**src/rtl/des_stream_frontend.sv**
```systemverilog
// Byte-stream front end for the DES control FSM: packs 8 bytes into a block, drives the core, returns the result.
// Optional CBC chaining is enabled by defining DES_CBC_EN; default build is plain ECB.
module des_stream_frontend (
  input  logic        clk,
  input  logic        rst,
  input  logic        in_valid,
  output logic        in_ready,
  input  logic [7:0]  in_byte,
  input  logic        in_mode,
  input  logic [63:0] key_in,
  input  logic        key_load,
  input  logic [63:0] iv_in,
  input  logic        iv_load,
  output logic        core_start_encrypt,
  output logic        core_start_decrypt,
  output logic [63:0] core_key,
  output logic [63:0] core_text,
  input  logic        core_done_encrypt,
  input  logic        core_done_decrypt,
  input  logic [63:0] core_output_text,
  output logic        out_valid,
  input  logic        out_ready,
  output logic [63:0] out_block
);

  typedef enum logic [1:0] {LOAD, START, SETTLE, OUT} state_t;

  state_t      state;
  logic [63:0] blk_reg;
  logic [2:0]  byte_cnt;
  logic        mode_reg;

  logic        cfg_ok;
  logic        done_any;
  logic [63:0] blk_next;
  logic [63:0] text_next;
  logic [63:0] result;

  // Key/IV writes only between blocks so the core never sees a key change mid-operation.
  assign cfg_ok   = (state == LOAD) && (byte_cnt == 3'd0);
  assign done_any = core_done_encrypt | core_done_decrypt;
  assign blk_next = {blk_reg[55:0], in_byte};

`ifdef DES_CBC_EN
  logic [63:0] chain;
  assign text_next = mode_reg ? blk_next : (blk_next ^ chain);
  assign result    = mode_reg ? (core_output_text ^ chain) : core_output_text;
`else
  logic unused_iv;
  assign unused_iv = ^{iv_in, iv_load};
  assign text_next = blk_next;
  assign result    = core_output_text;
`endif

  always_ff @(posedge clk or negedge rst) begin
    if (!rst) begin
      state              <= LOAD;
      blk_reg            <= '0;
      byte_cnt           <= '0;
      mode_reg           <= 1'b0;
      in_ready           <= 1'b1;
      out_valid          <= 1'b0;
      out_block          <= '0;
      core_start_encrypt <= 1'b0;
      core_start_decrypt <= 1'b0;
      core_key           <= '0;
      core_text          <= '0;
`ifdef DES_CBC_EN
      chain              <= '0;
`endif
    end else begin
      if (cfg_ok && key_load) core_key <= key_in;
`ifdef DES_CBC_EN
      if (cfg_ok && iv_load) chain <= iv_in;
`endif
      case (state)
        LOAD: if (in_valid) begin
          blk_reg  <= blk_next;
          byte_cnt <= byte_cnt + 3'd1;
          if (byte_cnt == 3'd0) mode_reg <= in_mode;
          if (byte_cnt == 3'd7) begin
            // core_text is frozen here and held for the whole core run
            in_ready           <= 1'b0;
            core_text          <= text_next;
            core_start_encrypt <= ~mode_reg;
            core_start_decrypt <= mode_reg;
            state              <= START;
          end
        end
        START: if (done_any) begin
          out_block          <= result;
          core_start_encrypt <= 1'b0;
          core_start_decrypt <= 1'b0;
`ifdef DES_CBC_EN
          chain              <= mode_reg ? blk_reg : core_output_text;
`endif
          state              <= SETTLE;
        end
        SETTLE: if (!done_any) begin
          out_valid <= 1'b1;
          state     <= OUT;
        end
        OUT: if (out_ready) begin
          out_valid <= 1'b0;
          in_ready  <= 1'b1;
          state     <= LOAD;
        end
        default: state <= LOAD;
      endcase
    end
  end

endmodule
```
**config.mk**
```make
export PLATFORM = sky130hd
export DESIGN_NAME = des_stream_frontend
export DESIGN_NICKNAME = d
export VERILOG_FILES = /design/src/rtl/des_stream_frontend.sv
export SDC_FILE = /design/constraint.sdc
export NUM_CORES = 1
export LEC_CHECK = 0
export CAP_MARGIN = 20
export CORE_MARGIN = 5
export CORE_UTILIZATION = 45
export CTS_BUF_LIST = sky130_fd_sc_hd__clkbuf_16
export CTS_CLUSTER_DIAMETER = 200
export CTS_CLUSTER_SIZE = 40
export DETAILED_ROUTE_END_ITERATION = 16
export HOLD_SLACK_MARGIN = 0.06
export PLACE_DENSITY = 0.93
export SETUP_SLACK_MARGIN = 0.4
export SLEW_MARGIN = 20
export SYNTH_ARGS = -nofsm -noshare
export SYNTH_HDL_FRONTEND = slang
export SYNTH_SLANG_ARGS = --single-unit
```
**constraint.sdc**
```tcl
create_clock -name clk -period 3.8 [get_ports clk]
set_clock_uncertainty 0.2 [all_clocks]
set_input_delay 0.57 -clock clk [delete_from_list [all_inputs] [get_ports clk]]
set_output_delay 0.57 -clock clk [all_outputs]
set_load 0.05 [all_outputs]
```
# Word-level counts from Yosys, hierarchy flattened

Cells that the tools add are included.

$add $sub $neg: 1
Equality and inequality tests: 9
Muxes and demuxes: 20
Bitwise gates (word level): 2
Reductions and logical operators: 15

Operator list:

| kind                  | count |
|---|---|
| $mux W1               | 10 |
| $mux W2               | 5 |
| $reduce_and A3 Y1     | 3 |
| $ne A2 B2 Y1 const B  | 4 |
| $pmux W1 S2           | 4 |
| $pmux W2 S4           | 1 |
| $reduce_and A4 Y1     | 2 |
| $reduce_bool A2 Y1    | 3 |
| $reduce_and A5 Y1     | 1 |
| $eq A2 B2 Y1 const B  | 2 |
| $reduce_and A2 Y1     | 2 |
| $add A3 B1 Y3 const B | 1 |
| $eq A3 B3 Y1 const B  | 1 |
| $logic_not A3 Y1      | 1 |
| $eq A2 B1 Y1 const B  | 1 |
| $logic_and A1 B1 Y1   | 2 |
| $logic_not A2 Y1      | 1 |
| $ne A2 B1 Y1 const B  | 1 |
| $not A1 Y1            | 1 |
| $or A1 B1 Y1          | 1 |

Bits in registers: 258
Input port bits: 209
Output and inout port bits: 196
Word-level logic and storage cells: 58

# Depth between registers and ports, before layout

Depth in word-level cells: 4
Mapped depth: 7
Mapped depth without buffers: 5

# Worst setup path before layout

OpenSTA, ideal clock, no wires.

Kind: register to register
Start point: register byte_cnt[0]
End point: register core_text[13]
Library setup time: 125 ps
Data arrival time: 1590 ps
Required time: 3475 ps
Setup slack: 1885 ps
Stages on the path, launching flop included: 7
Path buffers: 2
Clock period less this slack: 1915 ps
Cell sequence: dfrtp_1 -> ha_1 -> ha_1 -> nand3_1 -> buf_2 -> buf_4 -> mux2_2

Word-level cells in the longest chain between the ends: 2

RTL lines:

| what                               | line | source |
|---|---|---|
| start: declaration                 | 30   | `logic [2:0] byte_cnt;` |
| start signal: assignment           | 79   | `byte_cnt <= byte_cnt + 3'd1;` |
| $eq A3 B3 Y1                       | 81   | `if (byte_cnt == 3'd7) begin` |
| $reduce_and A3 Y1 (no source line) | --   |  |
| end signal: assignment             | 84   | `core_text <= text_next;` |
| end: declaration                   | 17   | `output logic [63:0] core_text,` |

No other way between the ends.
A chain may end at the register's enable or synchronous reset.

# Worst setup path in the final report

Start point: register in_ready
End point: output in_ready

RTL lines:

| what                     | line | source |
|---|---|---|
| start: declaration       | 7    | `output logic in_ready,` |
| start signal: assignment | 61   | `in_ready <= 1'b1;` |
| start signal: assignment | 83   | `in_ready <= 1'b0;` |
| start signal: assignment | 105  | `in_ready <= 1'b1;` |

No word-level cell between the ends.

==> impl_metrics.yaml <==
status:
  status: "complete, no violations"
clock_network:
  h-tree-depth: 1
  post_cts_buffers: 0
  clock_sinks: 258
  clkLatencyLatePin_ps: 480
  clkTransAtPathRegs_ps: 130
  cts_tree: "built"
  clock_tree.root_cell: "clkbuf_16"
  clock_path_buffers: 3
  numCtsBuffers: 10
route:
  routed_wl_um: 23400
  dr.pass1.iters: 4
  drc: 0
  drt_iter0_markers: 201
  ant_nets: 0
  viasPerCell: 4.95
  vias: 5895
  wire_per_inst_um: 19.7
yosys:
  synth_edf_count: 0
  syn-num-nets: 790
  ys_top_cells_by_area: "dfrtp_1 (66%), mux2_2 (29%), ha_1 (0.89%)"
  ys_ff_latch: 258
  yosys_warnings: 0
  synthesis.area_sq_um: 9790
  ys_seq_area_share_pct: 66.0
  ys_async_sr_fraction_pct: 100
  yosysTopAreaCell: "dfrtp_1"
  dominantRegCellSynth: "dfrtp_1"
  synth_top_area_share_pct: 65.7
  syn-instance-count: 574
  syn_area_per_cell_sq_um: 17.1
  yosysUniqueCellTypes: 24
timing:
  finalHoldViolCount: 0
  period_share_pct: 69.4
  drv_slew: 0
  hold_slack_ps: 317
  max_freq_ghz: 0.379
  rsz0062_at_grt: "no"
  finalSetupTns_ps: 0
  setup_viol_count_final: 0
  max_slew_margin_pct: 35.4
  worst_pin_slew_ps: 969
  period_needed_ps: 2640
run:
  drv_cap: 0
power:
  ir_drop_uv: 595
  leakage_nw: 6.10
  power_mw: 13.6
  power_density_nw_per_um2: 987
critical_path:
  critPathKind: "reg -> out"
  setup.worst_path.end_class: "primary output"
  crit_chain: "clkdlybuf4s50_1"
  r2r-start: "state[0]$_DFFE_PN0P_"
  slowest_stage: "clkdlybuf4s50_1"
  crit_family: "buffers and inverters"
  startpoint: "in_ready$_DFFE_PN1P_"
  cp_max_fo: 3
  crit_buf_inv: 1
  critPathRequiredTime_ps: 3030
  cp-start-kind: "register"
  slowest_delay_ps: 820
  critPathArrivalTime_ps: 1870
cells_and_area:
  drive_gt1_share_pct: 30.9
  final_common_cell: "clkdlybuf4s50_1"
  syn2layout_area_growth_pct: 41.0
  fin_util_pct: 63.8
  reg_top3: "core_key x64, core_text x64, out_block x64"
  stdcell_count: 1190
  final_nets: 1123
  n_fill_cell: 1549
  final_cell_mix: "clkdlybuf4s50_1 (338), dfrtp_1 (257), mux2_2 (253), clkbuf_16 (11)"
grt:
  grt_pass1_vias: 6554
  overflow: 0
  grt_start_max_net_pins: 83
  grt_usage_pct: 18.3
  grt_pass1_wl_um: 36100
  antenna_found_initial: 1
floorplan:
  die_w_um: 157
  rows: 54
  die_area_sq_um: 24800
  die_h_um: 157
  pin_count: 405
  core_area_sq_um: 21600
  initial_core_util_pct: 45.3
placed_design:
  place.gp.congestion: 0.788
  io_buffers: 339
  dp.cells: 1174
  hpwl_um: 17600
worst_hold_path:
  hold_path_class: "reg -> reg"
  hp-start: "core_text[22]$_DFFE_PN0P_"
report_power, final:
part,internal [mW],total [mW],switching [mW]
logic,2.94,7.56,4.62
clock network,0.544,1.36,0.819
registers,3.99,4.71,0.723
path summary, 6_finish.rpt:
kind	slack, ps	to	cells after the start
worst min register to register	320	core_text[22]$_DFFE_PN0P_	1
worst max register to register	1180	core_text[17]$_DFFE_PN0P_	4
worst max-delay path	1160	in_ready	1
max in group asynchronous	2080	in_ready$_DFFE_PN1P_	3
worst min-delay path	320	core_text[22]$_DFFE_PN0P_	1
min in group asynchronous	430	core_text[34]$_DFFE_PN0P_	2
layout make-up:
class                      instances  area [sq um]  area share, %
clock inverter                     3          37.5          0.272
tap                              280           350           2.54
clock buffer                      11           275           1.99
sequential                       258          6460           46.8
multi-input combinational        285          3150           22.8
inverter                           5          18.8          0.136
timing repair buffer             347          3510           25.4
antenna                            1          2.50         0.0181
cells in the mapped netlist (2+ instances only):
cell / instances
a21oi_1: 2
buf_2: 14
buf_4: 6
buf_6: 6
dfrtp_1: 257
ha_1: 7
inv_1: 5
mux2_2: 253
nand3_1: 2
nor2_1: 5
nor2b_1: 3
o21ai_0: 2
repair_timing:
action | in CTS | in global routing
endpoints found under the hold margin | 79 | 0
resized for setup | 0 | 0
hold buffers | 1 | 0
through the flow:
stage / area [sq um] / worst slack [ps]
floorplan: 9790 / 1890
global placement: 13500 / 893
detailed placement: 13500 / 867
CTS: 13800 / 1120
global route: 13800 / 985
finish: 13800 / 1160
cell families (layout without fill, tap and decap cells):
family | count (synthesis) | in the layout | synth area share [%]
AOI/OAI and AO/OA | 10 | 10 | 1.02
other | 0 | 1 | 0
DFF | 258 | 258 | 66.0
and+or+nand+nor | 12 | 12 | 0.626
xor gates and xnor gates | 1 | 1 | 0.0895
muxes | 255 | 255 | 29.3
adders and majority gates | 7 | 7 | 0.895
buffers and inverters | 31 | 366 | 2.06
per-layer routing:
layer	GRT usage (%)	wire length [um]	up-vias	part of all wire [%]
met5	0	0	-	0
met4	4.83	583	0	2.5
met3	4.07	1670	29	7.1
met2	32.4	12300	194	52
met1	22.8	8920	2990	38
li1	-	-	2682	-
No activity file was read; power rests on OpenSTA's default activity.
